<file path="src/rtl/cache_line_fill_ctrl_pkg.sv">
// Shared types and geometry helpers for the cache line fill controller.
// Geometry widths are derived from DATA_W and WORDS_PER_LINE at elaboration time.
package cache_line_fill_ctrl_pkg;

  typedef enum logic [1:0] {
    ST_IDLE  = 2'd0,
    ST_EVICT = 2'd1,
    ST_FILL  = 2'd2
  } fill_state_e;

  function automatic int clog2(input int v);
    int r;
    r = 0;
    for (int i = 0; i < 31; i++)
      if ((1 << i) < v) r = i + 1;
    return r;
  endfunction

  function automatic int bpw_of(input int data_w);
    return data_w / 8;
  endfunction

  function automatic int off_w_of(input int data_w, input int wpl);
    return clog2(wpl * (data_w / 8));
  endfunction

  function automatic int idx_w_of(input int wpl);
    return clog2(wpl);
  endfunction

endpackage

</file>
<file path="src/rtl/cache_line_fill_ctrl_if.sv">
// Shared memory port between the fill controller (master) and the memory arbiter (slave).
interface cache_line_fill_ctrl_if #(
  parameter int ADDR_W = 16,
  parameter int DATA_W = 16
) ();
  logic [ADDR_W-1:0] mem_addr;
  logic              mem_read_en;
  logic              mem_write_en;
  logic [DATA_W-1:0] mem_wdata;
  logic              mem_grant;
  logic [DATA_W-1:0] mem_rdata;
  logic              mem_rdata_valid;

  modport master (
    output mem_addr, mem_read_en, mem_write_en, mem_wdata,
    input  mem_grant, mem_rdata, mem_rdata_valid
  );

  modport slave (
    input  mem_addr, mem_read_en, mem_write_en, mem_wdata,
    output mem_grant, mem_rdata, mem_rdata_valid
  );
endinterface

</file>
<file path="src/rtl/cache_line_fill_ctrl_counter.sv">
// Saturating word counter: counts inc pulses up to LIMIT, clr has priority.
module cache_word_counter #(
  parameter int W     = 4,
  parameter int LIMIT = 8
) (
  input  logic         clk,
  input  logic         rst,
  input  logic         clr,
  input  logic         inc,
  output logic [W-1:0] count,
  output logic         done
);
  assign done = (count == W'(LIMIT));

  always_ff @(posedge clk)
    if (rst || clr)       count <= '0;
    else if (inc && !done) count <= count + W'(1);
endmodule

</file>
<file path="src/rtl/cache_line_fill_ctrl.sv">
// Miss handler: optional dirty-victim write-back, then a line fill with issues and
// returns counted independently; pulses write_tag_array once the whole line has landed.
module cache_line_fill_ctrl
  import cache_line_fill_ctrl_pkg::*;
#(
  parameter int ADDR_W         = 16,
  parameter int DATA_W         = 16,
  parameter int WORDS_PER_LINE = 8,
  parameter bit WRITEBACK_EN   = 1'b1,
  localparam int BPW   = bpw_of(DATA_W),
  localparam int OFF_W = off_w_of(DATA_W, WORDS_PER_LINE),
  localparam int IDX_W = idx_w_of(WORDS_PER_LINE)
) (
  input  logic                    clk,
  input  logic                    rst,
  input  logic                    miss_detected,
  input  logic                    miss_dirty,
  input  logic [ADDR_W-1:0]       miss_address,
  input  logic [ADDR_W-OFF_W-1:0] victim_tag,
  input  logic [DATA_W-1:0]       victim_rdata,
  output logic [IDX_W-1:0]        victim_word_idx,
  output logic                    fsm_busy,
  output logic                    write_data_array,
  output logic [IDX_W-1:0]        fill_word_idx,
  output logic [DATA_W-1:0]       write_cache_data,
  output logic                    write_tag_array,
  cache_line_fill_ctrl_if.master  mem
);
  localparam int CNT_W = IDX_W + 1;

  fill_state_e      state, state_nxt;
  logic [CNT_W-1:0] iss_cnt, ret_cnt;
  logic             iss_done, ret_done, iss_inc, ret_inc, cnt_clr;
  logic [OFF_W-1:0] word_off;
  logic             unused_addr_bits;

  always_ff @(posedge clk)
    if (rst) state <= ST_IDLE;
    else     state <= state_nxt;

  cache_word_counter #(.W(CNT_W), .LIMIT(WORDS_PER_LINE)) u_iss_cnt (
    .clk(clk), .rst(rst), .clr(cnt_clr), .inc(iss_inc), .count(iss_cnt), .done(iss_done)
  );

  cache_word_counter #(.W(CNT_W), .LIMIT(WORDS_PER_LINE)) u_ret_cnt (
    .clk(clk), .rst(rst), .clr(cnt_clr), .inc(ret_inc), .count(ret_cnt), .done(ret_done)
  );

  // Fixed-width offset: word index scaled to bytes never carries into the tag.
  assign word_off         = OFF_W'(iss_cnt[IDX_W-1:0]) * OFF_W'(BPW);
  assign cnt_clr          = (state_nxt != state);
  assign mem.mem_wdata    = victim_rdata;
  assign write_cache_data = mem.mem_rdata;
  assign unused_addr_bits = ^miss_address[OFF_W-1:0];

  always_comb begin
    state_nxt        = state;
    fsm_busy         = 1'b0;
    write_tag_array  = 1'b0;
    write_data_array = 1'b0;
    iss_inc          = 1'b0;
    ret_inc          = 1'b0;
    victim_word_idx  = '0;
    fill_word_idx    = '0;
    mem.mem_read_en  = 1'b0;
    mem.mem_write_en = 1'b0;
    mem.mem_addr     = '0;
    case (state)
      ST_IDLE: begin
        if (miss_detected) begin
          fsm_busy  = 1'b1;
          state_nxt = (miss_dirty && WRITEBACK_EN) ? ST_EVICT : ST_FILL;
        end
      end
      ST_EVICT: begin
        fsm_busy        = 1'b1;
        victim_word_idx = iss_cnt[IDX_W-1:0];
        mem.mem_addr    = {victim_tag, word_off};
        if (!iss_done) begin
          mem.mem_write_en = 1'b1;
          iss_inc          = mem.mem_grant;
          if (mem.mem_grant && iss_cnt == CNT_W'(WORDS_PER_LINE - 1)) state_nxt = ST_FILL;
        end else begin
          state_nxt = ST_FILL;
        end
      end
      ST_FILL: begin
        fill_word_idx = ret_cnt[IDX_W-1:0];
        mem.mem_addr  = {miss_address[ADDR_W-1:OFF_W], word_off};
        if (ret_done) begin
          // Completion cycle: a new miss here is deliberately not sampled.
          write_tag_array = 1'b1;
          state_nxt       = ST_IDLE;
        end else begin
          fsm_busy         = 1'b1;
          mem.mem_read_en  = !iss_done;
          iss_inc          = mem.mem_grant && !iss_done;
          ret_inc          = mem.mem_rdata_valid && mem.mem_grant;
          write_data_array = ret_inc;
        end
      end
      default: state_nxt = ST_IDLE;
    endcase
  end
endmodule

</file>
<file path="src/flat_wrapper.sv">
// flat-port wrapper written by rule: the top's interface ports become plain ports
module cache_line_fill_ctrl_flat import cache_line_fill_ctrl_pkg::*;
#(
  parameter int ADDR_W         = 16,
  parameter int DATA_W         = 16,
  parameter int WORDS_PER_LINE = 8,
  parameter bit WRITEBACK_EN   = 1'b1,
  localparam int BPW   = bpw_of(DATA_W),
  localparam int OFF_W = off_w_of(DATA_W, WORDS_PER_LINE),
  localparam int IDX_W = idx_w_of(WORDS_PER_LINE)
)
  (clk, rst, miss_detected, miss_dirty, miss_address, victim_tag, victim_rdata, victim_word_idx, fsm_busy, write_data_array, fill_word_idx, write_cache_data, write_tag_array, mem_mem_addr, mem_mem_read_en, mem_mem_write_en, mem_mem_wdata, mem_mem_grant, mem_mem_rdata, mem_mem_rdata_valid);
  cache_line_fill_ctrl_if #(.ADDR_W(ADDR_W), .DATA_W(DATA_W)) mem_i ();
  input  logic clk;
  input  logic rst;
  input  logic miss_detected;
  input  logic miss_dirty;
  input  logic [ADDR_W-1:0] miss_address;
  input  logic [ADDR_W-OFF_W-1:0] victim_tag;
  input  logic [DATA_W-1:0] victim_rdata;
  output logic [IDX_W-1:0] victim_word_idx;
  output logic fsm_busy;
  output logic write_data_array;
  output logic [IDX_W-1:0] fill_word_idx;
  output logic [DATA_W-1:0] write_cache_data;
  output logic write_tag_array;
  output wire logic [$bits(mem_i.mem_addr)-1:0] mem_mem_addr;
  output wire logic [$bits(mem_i.mem_read_en)-1:0] mem_mem_read_en;
  output wire logic [$bits(mem_i.mem_write_en)-1:0] mem_mem_write_en;
  output wire logic [$bits(mem_i.mem_wdata)-1:0] mem_mem_wdata;
  input wire logic [$bits(mem_i.mem_grant)-1:0] mem_mem_grant;
  input wire logic [$bits(mem_i.mem_rdata)-1:0] mem_mem_rdata;
  input wire logic [$bits(mem_i.mem_rdata_valid)-1:0] mem_mem_rdata_valid;
  assign mem_mem_addr = mem_i.mem_addr;
  assign mem_mem_read_en = mem_i.mem_read_en;
  assign mem_mem_write_en = mem_i.mem_write_en;
  assign mem_mem_wdata = mem_i.mem_wdata;
  assign mem_i.mem_grant = mem_mem_grant;
  assign mem_i.mem_rdata = mem_mem_rdata;
  assign mem_i.mem_rdata_valid = mem_mem_rdata_valid;
  cache_line_fill_ctrl #(.ADDR_W(ADDR_W), .DATA_W(DATA_W), .WORDS_PER_LINE(WORDS_PER_LINE), .WRITEBACK_EN(WRITEBACK_EN)) u_core (.clk(clk), .rst(rst), .miss_detected(miss_detected), .miss_dirty(miss_dirty), .miss_address(miss_address), .victim_tag(victim_tag), .victim_rdata(victim_rdata), .victim_word_idx(victim_word_idx), .fsm_busy(fsm_busy), .write_data_array(write_data_array), .fill_word_idx(fill_word_idx), .write_cache_data(write_cache_data), .write_tag_array(write_tag_array), .mem(mem_i));
endmodule
</file>
<file path="config.mk">
export PLATFORM = sky130hd
export DESIGN_NAME = cache_line_fill_ctrl_flat
export DESIGN_NICKNAME = d
export VERILOG_FILES = /design/src/rtl/cache_line_fill_ctrl_pkg.sv /design/src/rtl/cache_line_fill_ctrl_if.sv /design/src/rtl/cache_line_fill_ctrl_counter.sv /design/src/rtl/cache_line_fill_ctrl.sv /design/src/flat_wrapper.sv
export SDC_FILE = /design/constraint.sdc
export NUM_CORES = 1
export LEC_CHECK = 0
export CAP_MARGIN = 20
export CORE_MARGIN = 4
export CORE_UTILIZATION = 30
export DETAILED_ROUTE_END_ITERATION = 6
export PLACE_DENSITY = 0.77
export SYNTH_ARGS = -nofsm -noshare
export SYNTH_HDL_FRONTEND = slang
export SYNTH_HIERARCHICAL = 1
export SYNTH_SLANG_ARGS = --single-unit
export TNS_END_PERCENT = 5
</file>
<file path="constraint.sdc">
create_clock -name clk -period 2.3 [get_ports clk]
set_input_delay 0.46 -clock clk [delete_from_list [all_inputs] [get_ports clk]]
set_output_delay 0.46 -clock clk [all_outputs]
set_load 0.005 [all_outputs]
</file>
==> results of run 1 <==
==> area by class of cell <==
cell class,count,area [sq um]
fillers,395,2200
well taps,50,62.6
clock buffers,4,55.1
inverters,10,40.0
flip-flops and latches,10,203
repair buffers,69,677
multi-input cells,105,816
==> per-layer routing <==
layer	GRT usage (%)	up-vias	wire, um
met5	0	-	0
met4	0.604	0	0
met3	3.83	0	228
met2	22.0	31	1850
met1	14.1	566	1400
li1	-	597	-
==> stage by stage <==
step / setup WS [ps] / area (sq um) / total power, mW / util [%]
floorplan: 271 / 1280 / 0.341 / -
global placement: 95.1 / 1740 / 0.418 / 42.8
detailed placement: 76.1 / 1740 / 0.420 / 42.8
CTS: -24.6 / 1800 / 0.643 / 44.3
global route: -19.2 / 1850 / 0.694 / 45.7
finish: 48.2 / 1850 / 0.652 / 45.7
==> final timing paths <==
path	endpoint	cells after the start	slack [ps]	startpoint
max	mem_mem_addr[3]	5	50	u_core/state[0]
min	u_core/u_ret_cnt/count[2]	2	520	u_core/u_ret_cnt/count[2]
max reg2reg	u_core/u_iss_cnt/count[1]	10	180	u_core/u_iss_cnt/count[0]
min reg2reg	u_core/u_ret_cnt/count[2]	2	520	u_core/u_ret_cnt/count[2]
==> power by group through the flow <==
| stage | combinational [mW] | clock, mW | sequential, mW |
|---|---|---|---|
| 2_1_floorplan | 0.156 | 0 | 0.185 |
| 3_3_place_gp | 0.235 | 0 | 0.183 |
| 3_5_place_dp | 0.237 | 0 | 0.183 |
| 4_1_cts | 0.236 | 0.227 | 0.179 |
| 5_1_grt | 0.272 | 0.239 | 0.183 |
| 6_report | 0.249 | 0.220 | 0.183 |
==> cells in the mapped netlist (2+ instances only) <==
master / number / area share [%]
a21boi_2: 2 / 1.8
ha_1: 8 / 7.8
a21boi_0: 4 / 2.3
nand4_1: 2 / 0.98
clkbuf_1: 2 / 0.59
and3_1: 2 / 0.98
inv_1: 8 / 2.3
buf_2: 2 / 0.78
dfxtp_1: 10 / 16
buf_4: 33 / 19
a22oi_1: 13 / 7.6
nor2_1: 3 / 0.88
or3_1: 2 / 0.98
o21ai_0: 7 / 2.7
and2_1: 10 / 4.9
nand2_1: 9 / 2.6
nand3b_4: 2 / 3.1
xor2_1: 2 / 1.4
a31oi_1: 2 / 0.98
nor3_1: 4 / 1.6
inv_2: 2 / 0.59
nor2b_1: 13 / 6.3
nand3_1: 5 / 2.0
nand2b_1: 2 / 0.98
==> repair_timing <==
item | 4_1_cts | 5_1_grt
hold buffers | 0 | 0
resized for setup | 6 | 14
pin swaps | 0 | 0
setup endpoints to repair | 16 | 18
==> state kept, by name, summed over array words and instances (netlist names) <==
register	flops
u_core/u_iss_cnt/count	4
u_core/u_ret_cnt/count	4
u_core/state	2
==> kinds of logic (layout without fill, tap and decap cells) <==
group	count (synthesis)	in the layout
other cells	1	1
compound gates	36	36
fa+ha+maj	8	8
flops	10	10
mux	1	1
buf+inv	48	83
xor+xnor	2	2
simple gates	57	57
==> worst register-to-register path, cell delays in order (launching register included) <==
cell	delay, ps
dfxtp_1	320
inv_1	60
ha_1	230
nand3b_4	100
inv_2	70
nor2b_2	150
o21ai_0	130
nor2b_4	160
a311o_1	410
nor2_1	220
a21boi_0	200
==> impl_metrics.csv, run 1 <==
group,metric,value,unit
power,seq_power_share,28.0,%
power,sw_frac_of_total,26.9,%
min_path,hold_path_class,"flip-flop to flip-flop",
grt,antenna_found_initial,0,
grt,grt_overflow_total,0,
floorplanning,placementRows,23,
timing,grt_setup_unrepaired,"true",
clocking,clk_latency,230,ps
setup_path,path_class,"flip-flop to output pin",
yosys,synth-main-ff-cell,"dfxtp_1",
placement,post-dp-hpwl,2810,um
yosys,netlist-cell-type-count,38,
layout,drive_gt1_share,19.2,%
grt,first_global_vias,1160,
floorplanning,ios,125,
yosys,synthCells,163,
clocking,path_clk_slew,50,ps
timing,fin_crit_sh,97.9,%
layout,final_common_cell,"clkdlybuf4s50_1",
timing,whs,520,ps
clocking,clock_path_buffers,2,
layout,layoutNonFillerInstCount,248,
setup_path,start_kind,"flip-flop",
setup_path,cp_slowest_cell,"clkdlybuf4s50_1",
yosys,synth_enable_flop_cells,0,
outcome,status,"finished clean",
routing,route.detailed.drc,0,
yosys,synthSimpleGateAreaFrac,27.8,%
setup_path,path_buf_inv,2,
timing,clock_skew,2.01,ps
routing,wl_per_cell,14.0,um
layout,diodes,0,
run,maxCapViolCount,0,
routing,detail_route.first_pass.iterations,4,
floorplanning,die_x,73.4,um
routing,routed_wl,3480,um
floorplanning,core_area,4060,sq um
placement,dp.cells,244,
grt,grt_max_degree,17,
setup_path,crit_required,1840,ps
setup_path,cp_max_fo,3,
floorplanning,dieHeight,73.4,um
yosys,synth_async_sr_flop_share,0,%
setup_path,arrival,1790,ps
setup_path,crit_chain,"inv_2 -> ha_4 -> o21a_1 -> and2_1 -> clkdlybuf4s50_1",
setup_path,end_kind,"output pin",
timing,finalSetupTns,0,ps
floorplanning,start_util,31.6,%
routing,ant_nets,0,
yosys,synthMuxAreaShare,0.780,%
yosys,ys_seq_area_share,15.6,%
clocking,h-tree-depth,1,
placement,gp_congestion,0.893,
power,p_clk_share,33.7,%
layout,area_delta_synth_final,44.5,%
timing,finalMaxSlewViolations,0,
power,power_switching,0.175,mW
placement,io_buffers,55,
clocking,post_cts_buffers,0,
clocking,cts_tree,"built",
yosys,synth_compound_area_share,21.9,%
grt,grt_usage,12.0,%
clocking,clkSinkCount,10,
layout,final_nets,273,
grt,grt_pass1_wl,5190,um
timing,hold_viol_final,0,
yosys,synthAdderAreaFrac,7.80,%
yosys,synth_xor_area_share,1.37,%
yosys,syn_nets,237,
power,p_comb_share,38.2,%
yosys,ys_warn_count,6,
power,p_int,0.477,mW
routing,drt_iter0_drc,48,
yosys,synth_top_family_by_area,"simple AND/OR/NAND/NOR gates",
setup_path,crit_family,"buffers and inverters",
yosys,synth_area,1280,sq um
floorplanning,die_area,5380,sq um
clocking,cts-root-buf,"clkbuf_8",
yosys,synth_area_per_cell,7.87,sq um
power,power_density,352,nW/um^2
power,p_leak,0.701,nW
timing,finalSetupViolCount,0,
timing,fmax,0.444,GHz
power,ir_drop,0.000236,V
timing,finalCriticalPeriod,2250,ps
yosys,synth.ff_latch_count,10,
routing,dr_total_vias,1194,
layout,final_cell_mix,"50 x clkdlybuf4s50_1, 13 x a22oi_1, 13 x nor2b_1",
clocking,cts_inserted_buffers,3,
routing,vias_per_cell,4.81,
setup_path,cpPeakStageDelay,500,ps
Note: power is estimated with default switching activity, not from simulation.
==> inputs of run 2 (changes only) <==
--- a/config.mk
+++ b/config.mk
@@ -7,9 +7,9 @@
 export LEC_CHECK = 0
 export CAP_MARGIN = 20
 export CORE_MARGIN = 4
-export CORE_UTILIZATION = 30
+export CORE_UTILIZATION = 33
 export DETAILED_ROUTE_END_ITERATION = 6
-export PLACE_DENSITY = 0.77
+export PLACE_DENSITY = 0.84
 export SYNTH_ARGS = -nofsm -noshare
 export SYNTH_HDL_FRONTEND = slang
 export SYNTH_HIERARCHICAL = 1
==> constraint.sdc (replaced) <==
create_clock -name clk -period 2.9 [get_ports clk]
set_input_delay 0.58 -clock clk [delete_from_list [all_inputs] [get_ports clk]]
set_output_delay 0.58 -clock clk [all_outputs]
set_load 0.005 [all_outputs]
==> run 2 against run 1 <==
Against the previous run: largest cell class unchanged; critical path depth up 1; sequential power down 21%; critical endpoint is now mem_mem_addr[13]; critical path type unchanged; sequential cell count stayed put; non-clock buffer count is 12 lower; sequential share of layout area increased by 0.90 points; setup slack better by 76 ps; global-route usage grew 1.5 points; via count decreased by 0.59%; clock skew fell by 1.1 ps.
==> impl_metrics.csv, run 2 (synthesis gave the netlist of run 1 again) <==
group,metric,value,unit
routing,ant_nets,0,
timing,finalMaxSlewViolations,0,
clocking,clock_path_buffers,2,
timing,finalSetupTns,0,ps
clocking,path_clk_slew,50,ps
clocking,clkSinkCount,10,
clocking,cts-root-buf,"clkbuf_8",
timing,whs,505,ps
setup_path,rr_startpoint,"u_core/u_ret_cnt/count[0]",
power,p_leak,0.581,nW
layout,largestRegisters,"u_core/u_iss_cnt/count x4, u_core/u_ret_cnt/count x4, u_core/state x2",
timing,clock_skew,0.885,ps
clocking,clk_latency,240,ps
routing,wl_per_cell,14.3,um
placement,placed_cell_area,1630,sq um
timing,finalSetupViolCount,0,
grt,grt_usage,13.4,%
floorplanning,start_util,34.5,%
layout,diodes,0,
timing,finalCriticalPeriod,2780,ps
power,power_density,290,nW/um^2
outcome,status,"finished clean",
min_path,hold_path_depth,2,
min_path,hold_path_startpoint,"u_core/u_ret_cnt/count[2]",
setup_path,crit_required,2320,ps
routing,wl_met3,353,um
setup_path,arrival,2200,ps
timing,hold_viol_final,0,
timing,grt_setup_unrepaired,"false",
placement,gp_congestion,0.810,
clocking,cts_tree,"built",
timing,maxSlewHeadroom,65.6,%
setup_path,start_kind,"flip-flop",
floorplanning,placementRows,22,
clocking,cts_hold_buf,0,
routing,routed_wl,3350,um
routing,vias_per_cell,5.07,
routing,wl_met2,1730,um
placement,dp.cells,230,
grt,grt_pass1_wl,5410,um
min_path,holdPathEnd,"u_core/u_ret_cnt/count[2]",
routing,top_layer,"met4",
timing,fin_crit_sh,95.7,%
routing,route.detailed.drc,0,
grt,grt_overflow_total,0,
setup_path,cp_max_fo,12,
clocking,cts_inserted_buffers,3,
timing,tightestPinTransition,512,ps
floorplanning,core_area,3720,sq um
placement,post-dp-hpwl,2760,um
setup_path,cpPeakStageDelay,520,ps
setup_path,r2r-end,"u_core/u_iss_cnt/count[2]",
routing,drt-met1-wl,1210,um
layout,final_common_cell,"clkdlybuf4s50_1",
setup_path,reg2regPathDepth,10,
layout,area_delta_synth_final,31.8,%
floorplanning,dieHeight,70.3,um
layout,postLayoutCellArea,1690,sq um
grt,grt_max_degree,15,
routing,dr_total_vias,1187,
setup_path,cp_slowest_cell,"clkdlybuf4s50_1",
clocking,h-tree-depth,1,
floorplanning,die_x,70.3,um
timing,fmax,0.360,GHz
grt,first_global_vias,1135,
floorplanning,die_area,4950,sq um
setup_path,rrSetupSlack,590,ps
layout,layoutNonFillerInstCount,234,
floorplanning,ios,125,
setup_path,path_class,"flip-flop to output pin",
routing,drt_iter0_drc,45,
layout,drive_gt1_share,9.68,%
layout,num-fill-cells,375,
grt,antenna_found_initial,0,
layout,final_cell_mix,"55 x clkdlybuf4s50_1, 13 x a22oi_1, 13 x nor2b_1",
placement,io_buffers,55,
setup_path,end_kind,"output pin",
min_path,hold_path_class,"flip-flop to flip-flop",
power,ir_drop,0.000126,V
setup_path,crit_chain,"inv_1 -> ha_1 -> buf_4 -> a22oi_1 -> nor2b_1 -> clkdlybuf4s50_1",
setup_path,timing.critical_path.from,"u_core/state[1]",
layout,final_nets,261,
run,maxCapViolCount,0,
routing,detail_route.first_pass.iterations,4,
run 2: how the worst max path moves through the flow:
stage,to,slack (ps),depth (start not counted)
finish,mem_mem_addr[13],120,6
global route,mem_mem_addr[13],20,6
CTS,mem_mem_addr[1],110,5
detailed placement,mem_mem_addr[1],370,5
global placement,write_data_array,380,3
floorplan,u_core/u_iss_cnt/count[2],870,10
run 2: stage by stage:
step	util, %	total power [mW]	setup WS, ps
global placement	43.9	0.312	383
finish	45.5	0.491	124
floorplan	-	0.270	871
detailed placement	43.9	0.316	371
global route	45.5	0.515	15.5
CTS	45.4	0.495	108
run 2: report_power, final:
group	internal, mW	total (mW)	switching, mW
Clock	0.120	0.177	0.0574
Sequential	0.140	0.145	0.00470
Combinational	0.0977	0.169	0.0711
Total	0.358	0.491	0.133
run 2: area by class of cell:
type                    instances  area (sq um)  area share [%]
inverters                      10          37.5            2.22
multi-input cells             105           772            45.7
clock buffers                   4          55.1            3.26
flip-flops and latches         10           200            11.8
repair buffers                 57           566            33.5
well taps                      48          60.1            3.55
run 2: layer usage:
layer	GRT usage, %	vias up
met5	0	-
met4	6.81	0
met3	5.04	8
met2	24.8	53
met1	12.8	552
li1	-	574
run 2: repair_timing:
item                                    in CTS  in global routing
gates resized for setup                      0                  2
endpoints found under the setup margin       0                  4
buffers inserted                             0                  0
run 2: critical path, delay by kind of cell, from the launching register on:
| kind | cells | cell delay, ps |
|---|---|---|
| simple gates | 1 | 150 |
| fa+ha+maj | 1 | 390 |
| flops | 1 | 370 |
| compound gates | 1 | 100 |
| buf+inv | 3 | 930 |
